$ cat src/rtl/ysyx_2022040010_mem_arb_pkg.sv
// ysyx_2022040010_mem_arb_pkg
//   Shared types and constants for the single-port memory arbiter:
//   FSM state encoding, bus-owner ids, bus widths and the instruction
//   slice helper.
//   Optional feature macro: YSYX_2022040010_ARB_RR_EN (round-robin pick).
package ysyx_2022040010_mem_arb_pkg;

  localparam int ARB_ADDR_W = 64;
  localparam int ARB_DATA_W = 64;
  localparam int ARB_INST_W = 32;
  localparam int ARB_MASK_W = 8;

  typedef enum logic [1:0] {
    ARB_IDLE = 2'd0,
    ARB_REQ  = 2'd1,
    ARB_WAIT = 2'd2,
    ARB_DONE = 2'd3
  } arb_state_e;

  typedef enum logic {
    ARB_IF = 1'b0,
    ARB_LS = 1'b1
  } arb_owner_e;

  // Pick the 32-bit instruction out of a 64-bit memory word; address bit 2
  // selects the upper half.
  function automatic logic [ARB_INST_W-1:0] arb_inst_slice(
    input logic [ARB_DATA_W-1:0] data,
    input logic                  hi
  );
    return hi ? data[63:32] : data[31:0];
  endfunction

endpackage

$ cat src/rtl/ysyx_2022040010_mem_arb_if.sv
// ysyx_2022040010_mem_arb_if
//   Bundle of every handshake/payload signal around the arbiter:
//   IF fetch port (if_*), load/store port (ls_*), memory bus (mem_*) and
//   the pipeline stall request.
//   modport master : the arbiter (it masters the memory bus and answers
//                    both requesters).
//   modport slave  : the environment (IF/MEM stages and the memory).
interface ysyx_2022040010_mem_arb_if
  import ysyx_2022040010_mem_arb_pkg::*;
#(
  parameter int ADDR_W = ARB_ADDR_W,
  parameter int DATA_W = ARB_DATA_W
) ();

  logic                  if_req;
  logic [ADDR_W-1:0]     if_addr;
  logic                  if_gnt;
  logic                  if_rvalid;
  logic [ARB_INST_W-1:0] if_rdata;

  logic                  ls_req;
  logic                  ls_we;
  logic [ARB_MASK_W-1:0] ls_wmask;
  logic [ADDR_W-1:0]     ls_addr;
  logic [DATA_W-1:0]     ls_wdata;
  logic                  ls_gnt;
  logic                  ls_rvalid;
  logic [DATA_W-1:0]     ls_rdata;

  logic                  mem_valid;
  logic                  mem_ready;
  logic                  mem_we;
  logic [ARB_MASK_W-1:0] mem_wmask;
  logic [ADDR_W-1:0]     mem_addr;
  logic [DATA_W-1:0]     mem_wdata;
  logic                  mem_rvalid;
  logic [DATA_W-1:0]     mem_rdata;

  logic                  stallreq;

  modport master (
    input  if_req, if_addr,
    input  ls_req, ls_we, ls_wmask, ls_addr, ls_wdata,
    input  mem_ready, mem_rvalid, mem_rdata,
    output if_gnt, if_rvalid, if_rdata,
    output ls_gnt, ls_rvalid, ls_rdata,
    output mem_valid, mem_we, mem_wmask, mem_addr, mem_wdata,
    output stallreq
  );

  modport slave (
    output if_req, if_addr,
    output ls_req, ls_we, ls_wmask, ls_addr, ls_wdata,
    output mem_ready, mem_rvalid, mem_rdata,
    input  if_gnt, if_rvalid, if_rdata,
    input  ls_gnt, ls_rvalid, ls_rdata,
    input  mem_valid, mem_we, mem_wmask, mem_addr, mem_wdata,
    input  stallreq
  );

endinterface

$ cat src/rtl/ysyx_2022040010_arb_pick.sv
// ysyx_2022040010_arb_pick
//   Two-requester grant pick. Grants are combinational and only issued
//   while en_i is high (arbiter idle and out of reset).
//   Default: fixed priority, load/store over fetch, no state.
//   With YSYX_2022040010_ARB_RR_EN: on a collision the requester that was
//   not granted most recently wins; the pointer updates on every grant and
//   resets to "LS granted last" so that fetch is preferred after reset.
//   Ports: clk/rst (round-robin build only), en_i, if_req_i, ls_req_i,
//          if_gnt_o, ls_gnt_o.
module ysyx_2022040010_arb_pick
  import ysyx_2022040010_mem_arb_pkg::*;
(
`ifdef YSYX_2022040010_ARB_RR_EN
  input  logic clk,
  input  logic rst,
`endif
  input  logic en_i,
  input  logic if_req_i,
  input  logic ls_req_i,
  output logic if_gnt_o,
  output logic ls_gnt_o
);

`ifdef YSYX_2022040010_ARB_RR_EN
  arb_owner_e last_q;

  // Remember which requester was granted most recently.
  always_ff @(posedge clk) begin
    if (!rst) begin
      last_q <= ARB_LS;
    end else if (if_gnt_o) begin
      last_q <= ARB_IF;
    end else if (ls_gnt_o) begin
      last_q <= ARB_LS;
    end else begin
      last_q <= last_q;
    end
  end
`endif

  // Grant decision for the current cycle.
  always_comb begin
    if_gnt_o = 1'b0;
    ls_gnt_o = 1'b0;
    if (en_i) begin
      if (if_req_i && ls_req_i) begin
`ifdef YSYX_2022040010_ARB_RR_EN
        if (last_q == ARB_LS) begin
          if_gnt_o = 1'b1;
        end else begin
          ls_gnt_o = 1'b1;
        end
`else
        ls_gnt_o = 1'b1;
`endif
      end else begin
        if_gnt_o = if_req_i;
        ls_gnt_o = ls_req_i;
      end
    end else begin
      if_gnt_o = 1'b0;
      ls_gnt_o = 1'b0;
    end
  end

endmodule

$ cat src/rtl/ysyx_2022040010_mem_arb.sv
// ysyx_2022040010_mem_arb
//   Shares one memory bus between the IF fetch port and the MEM-stage
//   load/store port, one transaction at a time:
//     IDLE -> (grant) REQ -> (mem_ready) WAIT -> (mem_rvalid) DONE -> IDLE
//   The winner's gnt pulses combinationally in IDLE while its payload is
//   latched; mem_valid and the payload come from those latches in REQ;
//   the response is latched in WAIT and handed back with a one-cycle
//   rvalid in DONE. stallreq holds the pipeline while an access is pending
//   and drops in DONE so the pipeline advances together with the data.
//   Optional feature macro: YSYX_2022040010_ARB_RR_EN (round-robin pick).
//   Ports: clk, rst (synchronous, active low), bus (master modport of
//          ysyx_2022040010_mem_arb_if: if_*, ls_*, mem_*, stallreq).
module ysyx_2022040010_mem_arb
  import ysyx_2022040010_mem_arb_pkg::*;
#(
  parameter int ADDR_W = ARB_ADDR_W,
  parameter int DATA_W = ARB_DATA_W
) (
  input  logic                      clk,
  input  logic                      rst,
  ysyx_2022040010_mem_arb_if.master bus
);

  arb_state_e            state_q;
  arb_state_e            state_d;
  arb_owner_e            owner_q;
  logic                  mem_valid_q;
  logic                  we_q;
  logic [ARB_MASK_W-1:0] wmask_q;
  logic [ADDR_W-1:0]     addr_q;
  logic [DATA_W-1:0]     wdata_q;
  logic                  if_rvalid_q;
  logic                  ls_rvalid_q;
  logic [ARB_INST_W-1:0] if_rdata_q;
  logic [DATA_W-1:0]     ls_rdata_q;

  logic                  pick_en_s;
  logic                  pick_if_s;
  logic                  pick_ls_s;

  // Grants are suppressed during reset so a held request is not accepted
  // in the reset cycle.
  assign pick_en_s = rst && (state_q == ARB_IDLE);

  ysyx_2022040010_arb_pick u_pick (
`ifdef YSYX_2022040010_ARB_RR_EN
    .clk      (clk),
    .rst      (rst),
`endif
    .en_i     (pick_en_s),
    .if_req_i (bus.if_req),
    .ls_req_i (bus.ls_req),
    .if_gnt_o (pick_if_s),
    .ls_gnt_o (pick_ls_s)
  );

  // Next-state logic of the transaction FSM.
  always_comb begin
    state_d = state_q;
    case (state_q)
      ARB_IDLE: begin
        if (pick_if_s || pick_ls_s) begin
          state_d = ARB_REQ;
        end else begin
          state_d = ARB_IDLE;
        end
      end
      ARB_REQ: begin
        if (bus.mem_ready) begin
          state_d = ARB_WAIT;
        end else begin
          state_d = ARB_REQ;
        end
      end
      ARB_WAIT: begin
        if (bus.mem_rvalid) begin
          state_d = ARB_DONE;
        end else begin
          state_d = ARB_WAIT;
        end
      end
      ARB_DONE: state_d = ARB_IDLE;
      default:  state_d = ARB_IDLE;
    endcase
  end

  // FSM state, request latches and registered response outputs.
  always_ff @(posedge clk) begin
    if (!rst) begin
      state_q     <= ARB_IDLE;
      owner_q     <= ARB_IF;
      mem_valid_q <= 1'b0;
      we_q        <= 1'b0;
      wmask_q     <= {ARB_MASK_W{1'b0}};
      addr_q      <= {ADDR_W{1'b0}};
      wdata_q     <= {DATA_W{1'b0}};
      if_rvalid_q <= 1'b0;
      ls_rvalid_q <= 1'b0;
      if_rdata_q  <= {ARB_INST_W{1'b0}};
      ls_rdata_q  <= {DATA_W{1'b0}};
    end else begin
      state_q     <= state_d;
      // rvalid is a single-cycle pulse, raised only on WAIT -> DONE.
      if_rvalid_q <= 1'b0;
      ls_rvalid_q <= 1'b0;
      case (state_q)
        ARB_IDLE: begin
          if (pick_ls_s) begin
            owner_q     <= ARB_LS;
            we_q        <= bus.ls_we;
            wmask_q     <= bus.ls_wmask;
            addr_q      <= bus.ls_addr;
            wdata_q     <= bus.ls_wdata;
            mem_valid_q <= 1'b1;
          end else if (pick_if_s) begin
            // Fetches are always reads with an empty payload.
            owner_q     <= ARB_IF;
            we_q        <= 1'b0;
            wmask_q     <= {ARB_MASK_W{1'b0}};
            addr_q      <= bus.if_addr;
            wdata_q     <= {DATA_W{1'b0}};
            mem_valid_q <= 1'b1;
          end else begin
            mem_valid_q <= 1'b0;
          end
        end
        ARB_REQ: begin
          if (bus.mem_ready) begin
            mem_valid_q <= 1'b0;
          end
        end
        ARB_WAIT: begin
          if (bus.mem_rvalid) begin
            if (owner_q == ARB_LS) begin
              ls_rvalid_q <= 1'b1;
              ls_rdata_q  <= bus.mem_rdata;
            end else begin
              if_rvalid_q <= 1'b1;
              if_rdata_q  <= arb_inst_slice(bus.mem_rdata, addr_q[2]);
            end
          end
        end
        ARB_DONE: begin
          mem_valid_q <= 1'b0;
        end
        default: begin
          mem_valid_q <= 1'b0;
        end
      endcase
    end
  end

  assign bus.if_gnt    = pick_if_s;
  assign bus.ls_gnt    = pick_ls_s;
  assign bus.if_rvalid = if_rvalid_q;
  assign bus.ls_rvalid = ls_rvalid_q;
  assign bus.if_rdata  = if_rdata_q;
  assign bus.ls_rdata  = ls_rdata_q;
  assign bus.mem_valid = mem_valid_q;
  assign bus.mem_we    = we_q;
  assign bus.mem_wmask = wmask_q;
  assign bus.mem_addr  = addr_q;
  assign bus.mem_wdata = wdata_q;

  // Stall while busy, or while a request waits in IDLE; released in DONE.
  assign bus.stallreq = rst && ((state_q == ARB_REQ) || (state_q == ARB_WAIT) ||
                                ((state_q == ARB_IDLE) && (bus.if_req || bus.ls_req)));

endmodule

$ cat src/flat_wrapper.sv
// flat-port wrapper written by rule: the top's interface ports become plain ports
module ysyx_2022040010_mem_arb_flat import ysyx_2022040010_mem_arb_pkg::*;
#(
  parameter int ADDR_W = ARB_ADDR_W,
  parameter int DATA_W = ARB_DATA_W
)
  (clk, rst, bus_if_req, bus_if_addr, bus_ls_req, bus_ls_we, bus_ls_wmask, bus_ls_addr, bus_ls_wdata, bus_mem_ready, bus_mem_rvalid, bus_mem_rdata, bus_if_gnt, bus_if_rvalid, bus_if_rdata, bus_ls_gnt, bus_ls_rvalid, bus_ls_rdata, bus_mem_valid, bus_mem_we, bus_mem_wmask, bus_mem_addr, bus_mem_wdata, bus_stallreq);
  ysyx_2022040010_mem_arb_if #(.ADDR_W(ADDR_W), .DATA_W(DATA_W)) bus_i ();
  input  logic clk;
  input  logic rst;
  input wire logic [$bits(bus_i.if_req)-1:0] bus_if_req;
  input wire logic [$bits(bus_i.if_addr)-1:0] bus_if_addr;
  input wire logic [$bits(bus_i.ls_req)-1:0] bus_ls_req;
  input wire logic [$bits(bus_i.ls_we)-1:0] bus_ls_we;
  input wire logic [$bits(bus_i.ls_wmask)-1:0] bus_ls_wmask;
  input wire logic [$bits(bus_i.ls_addr)-1:0] bus_ls_addr;
  input wire logic [$bits(bus_i.ls_wdata)-1:0] bus_ls_wdata;
  input wire logic [$bits(bus_i.mem_ready)-1:0] bus_mem_ready;
  input wire logic [$bits(bus_i.mem_rvalid)-1:0] bus_mem_rvalid;
  input wire logic [$bits(bus_i.mem_rdata)-1:0] bus_mem_rdata;
  output wire logic [$bits(bus_i.if_gnt)-1:0] bus_if_gnt;
  output wire logic [$bits(bus_i.if_rvalid)-1:0] bus_if_rvalid;
  output wire logic [$bits(bus_i.if_rdata)-1:0] bus_if_rdata;
  output wire logic [$bits(bus_i.ls_gnt)-1:0] bus_ls_gnt;
  output wire logic [$bits(bus_i.ls_rvalid)-1:0] bus_ls_rvalid;
  output wire logic [$bits(bus_i.ls_rdata)-1:0] bus_ls_rdata;
  output wire logic [$bits(bus_i.mem_valid)-1:0] bus_mem_valid;
  output wire logic [$bits(bus_i.mem_we)-1:0] bus_mem_we;
  output wire logic [$bits(bus_i.mem_wmask)-1:0] bus_mem_wmask;
  output wire logic [$bits(bus_i.mem_addr)-1:0] bus_mem_addr;
  output wire logic [$bits(bus_i.mem_wdata)-1:0] bus_mem_wdata;
  output wire logic [$bits(bus_i.stallreq)-1:0] bus_stallreq;
  assign bus_i.if_req = bus_if_req;
  assign bus_i.if_addr = bus_if_addr;
  assign bus_i.ls_req = bus_ls_req;
  assign bus_i.ls_we = bus_ls_we;
  assign bus_i.ls_wmask = bus_ls_wmask;
  assign bus_i.ls_addr = bus_ls_addr;
  assign bus_i.ls_wdata = bus_ls_wdata;
  assign bus_i.mem_ready = bus_mem_ready;
  assign bus_i.mem_rvalid = bus_mem_rvalid;
  assign bus_i.mem_rdata = bus_mem_rdata;
  assign bus_if_gnt = bus_i.if_gnt;
  assign bus_if_rvalid = bus_i.if_rvalid;
  assign bus_if_rdata = bus_i.if_rdata;
  assign bus_ls_gnt = bus_i.ls_gnt;
  assign bus_ls_rvalid = bus_i.ls_rvalid;
  assign bus_ls_rdata = bus_i.ls_rdata;
  assign bus_mem_valid = bus_i.mem_valid;
  assign bus_mem_we = bus_i.mem_we;
  assign bus_mem_wmask = bus_i.mem_wmask;
  assign bus_mem_addr = bus_i.mem_addr;
  assign bus_mem_wdata = bus_i.mem_wdata;
  assign bus_stallreq = bus_i.stallreq;
  ysyx_2022040010_mem_arb #(.ADDR_W(ADDR_W), .DATA_W(DATA_W)) u_core (.clk(clk), .rst(rst), .bus(bus_i));
endmodule
$ cat config.mk
export PLATFORM = sky130hd
export DESIGN_NAME = ysyx_2022040010_mem_arb_flat
export DESIGN_NICKNAME = d
export VERILOG_FILES = /design/src/rtl/ysyx_2022040010_mem_arb_pkg.sv /design/src/rtl/ysyx_2022040010_mem_arb_if.sv /design/src/rtl/ysyx_2022040010_arb_pick.sv /design/src/rtl/ysyx_2022040010_mem_arb.sv /design/src/flat_wrapper.sv
export SDC_FILE = /design/constraint.sdc
export NUM_CORES = 1
export LEC_CHECK = 0
export ABC_AREA = 1
export CAP_MARGIN = 20
export CORE_AREA = 2 2 201 203
export CTS_CLUSTER_DIAMETER = 50
export DETAILED_ROUTE_END_ITERATION = 8
export DIE_AREA = 0 0 203 205
export MAX_ROUTING_LAYER = met4
export SETUP_SLACK_MARGIN = 0.15
export SKIP_CTS_REPAIR_TIMING = 1
export SLEW_MARGIN = 20
export SYNTH_ARGS = -nofsm -noshare
export SYNTH_HDL_FRONTEND = slang
export SYNTH_SLANG_ARGS = --single-unit
$ cat constraint.sdc
create_clock -name clk -period 2.1 [get_ports clk]
set_input_delay 0.42 -clock clk [delete_from_list [all_inputs] [get_ports clk]]
set_output_delay 0.42 -clock clk [all_outputs]
set_load 0.05 [all_outputs]
* After elaboration in Yosys (flattened, before gate mapping) *
Index checks and enable logic that the tools add are counted.

storage, ports and cells
  register bits = 239
  bits of input ports = 271
  output and inout port bits = 239
  word-level logic and storage cells = 56

cells by class
  equal/unequal tests = 4
  mux-type cells = 24
  bitwise gates (word level) = 1
  reductions and logical operators = 16

operators with widths
  kind                number
  $mux 64             4
  $mux 32             1
  $mux 8              2
  $mux 1              14
  $reduce_and 3->1    3
  $pmux 2 s4          1
  $eq 2x2->1 const B  2
  $logic_and 1x1->1   4
  $logic_or 1x1->1    4
  $reduce_and 2->1    2
  $pmux 1 s3          1
  $reduce_bool 3->1   1
  $eq 2x1->1 const B  1
  $logic_not 2->1     1
  $mux 2              1
  $ne 2x2->1 const B  1
  $reduce_bool 2->1   1
  $not 1->1           1

* Logic depth before layout (Yosys ltp) *
  depth in word-level cells = 6
  mapped depth = 10
  depth with buffers taken out = 9

* By module *
A second synthesis with hierarchy kept.

second synthesis, totals
  cell total of the unflattened synthesis = 1,501
  area total of the unflattened synthesis = 9,978.3 um^2

modules (own cells, without submodules)
  module                    times used  cells an instance  area each (um^2)  sequential area each (um^2)
  ysyx_2022040010_mem_arb   1           1,497              9,960.8           4,784.6
  ysyx_2022040010_arb_pick  1           4                  17.5              0.0

* Worst setup path after synthesis *
Ideal clock, no wire load.

  path type = reg-to-output
  start = register u_core.state_q[0]
  end = output port bus_if_gnt
  arrival = 1.751 ns
  required time = 1.680 ns
  slack = -0.071 ns
  cell stages (with the launch flop) = 5
  path buffers = 0
  cell sequence = dfxtp_1 inv_1 ha_1 nand2_1 nor3_1

between the ends
  longest elaborated chain between the ends = 3

ends and longest elaborated chain
  item                    line                            source
  from (decl)             ysyx_2022040010_mem_arb.sv:24   arb_state_e state_q;
  from (signal assigned)  ysyx_2022040010_mem_arb.sv:102  state_q <= state_d;
  $logic_not 2->1         ysyx_2022040010_mem_arb.sv:43   assign pick_en_s = rst && (state_q == ARB_IDLE);
  $logic_and 1x1->1       ysyx_2022040010_mem_arb.sv:43
  $mux 1                  ysyx_2022040010_arb_pick.sv:45  if (en_i) begin
  to (decl)               flat_wrapper.sv:21              output wire logic [$bits(bus_i.if_gnt)-1:0] bus_if_gnt;

No other way between the ends.

==> impl_metrics.env <==
export IMPL_synthAdderAreaFrac_pct=0.7406
export IMPL_grt_setup_unrepaired="true"
export IMPL_critPathRequiredTime_ns=1.68
export IMPL_fin_nets=2198
export IMPL_fmax_mhz=492.4
export IMPL_vias_per_cell=4.571
export IMPL_fin_ws_ns=0.06903
export IMPL_clkTransAtPathRegs_ns=0.05
export IMPL_routed_wirelength_mm=41.45
export IMPL_vdd_drop_max_mv=0.5766
export IMPL_power_total_mw=17.70
export IMPL_dr_first_iter_drc_count=652
export IMPL_synth_xor_area_share_pct=0
export IMPL_fin_crit_sh_pct=96.71
export IMPL_syn_inst=1451
export IMPL_synth_top_area_share_pct=47.20
export IMPL_synth_area_um2=10140
export IMPL_vias=11290
export IMPL_setup_viol=0
export IMPL_syn2layout_area_growth_pct=75.13
export IMPL_synthTopCellsByArea="dfxtp_1, nand2_1, a21oi_1, nand3_1, inv_1"
export IMPL_synth_top_family_by_area="simple AND/OR/NAND/NOR gates"
export IMPL_cts_tree="built"
export IMPL_cp_arrival_ns=1.61
export IMPL_p_per_area_nw_per_um2=997.1
export IMPL_startpoint_type="flip-flop"
export IMPL_die_h_um=205
export IMPL_first_pass_iters=5
export IMPL_diodes=0
export IMPL_cap_violations=0
export IMPL_clock_path_buffers=3
export IMPL_worstPathMaxFanout=17
export IMPL_die_area_um2=41620
export IMPL_drtAntennaViolNets=0
export IMPL_dpl_cell_count=2405
export IMPL_die_w_um=203
export IMPL_root_buffer="clkbuf_16"
export IMPL_ys_warnings_count=0
export IMPL_cp_end_kind="output port"
export IMPL_portBuffers=509
export IMPL_rows=73
export IMPL_synth_compound_area_share_pct=13.35
export IMPL_gr_total_overflow=0
export IMPL_start_util_pct=25.75
export IMPL_grt_max_degree=68
export IMPL_drv_slew=0
export IMPL_slew_headroom_pct=60.49
export IMPL_cts_buffers=35
export IMPL_synth_net_count=1728
export IMPL_synthMuxAreaShare_pct=0
export IMPL_utilization_pct=45.10
export IMPL_grt_pass1_wl_mm=61.62
export IMPL_place_ws_ns=0.1848
export IMPL_outcome="finished clean"
export IMPL_yosys_area_share_simple_pct=27.29
export IMPL_skew_ns=0.02853
export IMPL_drive_gt1_share_pct=6.430
export IMPL_ys_seq_area_share_pct=47.20
export IMPL_dp_hpwl_mm=29.73
export IMPL_finalHoldViolations=0
export IMPL_clock_latency_ns=0.53
export IMPL_drc=0
export IMPL_worst_pin_slew_ns=0.5917
export IMPL_antenna_found_initial=0
export IMPL_synth_area_leader_cell="dfxtp_1"
export IMPL_crit_type="reg2out"
export IMPL_cts_sinks=239
export IMPL_grt_pass1_vias=10960
export IMPL_grt_usage_pct=19.35
export IMPL_wl_per_cell_um=16.79
export IMPL_ys_ff_latch=239
export IMPL_place_area_um2=15900
export IMPL_layout_cells_non_filler=2469
export IMPL_hp_class="in2reg"
export IMPL_synth_cell_types=18
export IMPL_gp_congestion=0.8638
export IMPL_core_area_um2=39370
export IMPL_htreeDepth=2
export IMPL_min_period_ns=2.031
export IMPL_final_area_um2=17750
export IMPL_pin_count=510
export IMPL_avgSynthCellArea_um2=6.986
export IMPL_leakagePower_nw=10.88
[layer usage]
metal	GRT usage (%)	vias to the layer above	share of wire [%]
met5	-	-	0
met4	7.195	0	3.0
met3	5.822	77	8.3
met2	31.20	415	47
met1	22.77	5200	42
li1	-	5595	-
[cell families after synthesis]
family	after synthesis
buf+inv	287
simple gates	649
compound gates	270
flops	239
fa+ha+maj	6
[critical path, cell delays in order, from the launching register on]
cell and delay [ns]:
dfxtp_4 0.36, inv_4 0.08, ha_4 0.17, nand3_2 0.17, clkinv_8 0.17, buf_12 0.15
[synth_stat cells, drive strengths merged]
cell,n
dfxtp,239
nand4,63
nand3,130
nor3,2
o21ai,65
a211oi,1
ha,6
nand2,384
buf,70
a21oi,204
inv,170
nor2,70
clkbuf,47
[flip-flops by register name (all words and copies together), names as in the netlist, named ones only]
name / flops
u_core.bus.if_rdata: 32
u_core.bus.if_rvalid: 1
u_core.bus.ls_rdata: 64
u_core.bus.ls_rvalid: 1
u_core.bus.mem_addr: 64
u_core.bus.mem_valid: 1
u_core.bus.mem_wdata: 64
u_core.bus.mem_we: 1
u_core.bus.mem_wmask: 8
u_core.owner_q: 1
u_core.state_q: 1
[per-stage QoR]
step / hold WS [ns] / TNS [ns]
final: 0.2702 / 0
after global routing: 0.2661 / -0.003330
after CTS: 0.2365 / -7.833
after detailed placement: 0.4503 / 0
after global placement: 0.4463 / 0
after floorplan: 0.5379 / 0
[final cells by class]
cell class,count,area (µm²)
Clock buffer,49,1008
Clock inverter,11,177.7
Fill cell,3917,21610
Inverter,170,665.6
Multi-Input combinational cell,925,4252
Sequential cell,239,4795
Tap cell,525,656.9
Timing Repair Buffer,550,6198
[power by group]
group,switching (mW),internal [mW],leakage [nW],total [mW]
logic,4.14,2.20,8.36,6.34
registers,0.296,5.07,1.94,5.36
clock network,2.16,3.85,0.583,6.00
total,6.59,11.1,10.9,17.7
[placed cells by master, fill, tap and decap left out, types with 2 or more instances in the layout]
cell / count
a21oi_1: 204
buf_12: 20
buf_4: 31
bufinv_16: 4
clkbuf_1: 6
clkbuf_16: 35
clkbuf_8: 8
clkdlybuf4s50_1: 268
dfxtp_1: 235
dfxtp_2: 2
dfxtp_4: 2
dlymetal6s2s_1: 230
ha_1: 5
inv_1: 164
inv_4: 2
inv_6: 7
nand2_1: 380
nand2_4: 3
nand3_1: 129
nand4_1: 63
nor2_1: 68
o21ai_0: 65
[worst paths after layout]
| check | endpoint | depth (start not counted) | slack, ns | startpoint |
|---|---|---|---|---|
| setup / recovery | bus_ls_gnt | 5 | 0.07 | flip-flop |
| hold / removal | u_core.state_q[0] | 3 | 0.27 | rst |
| setup reg to reg | u_core.bus.mem_addr[11] | 10 | 0.42 | flip-flop |
| hold reg to reg | u_core.bus.ls_rdata[53] | 2 | 0.45 | u_core.bus.ls_rdata[53] |
(Power assumes the default switching activity.)
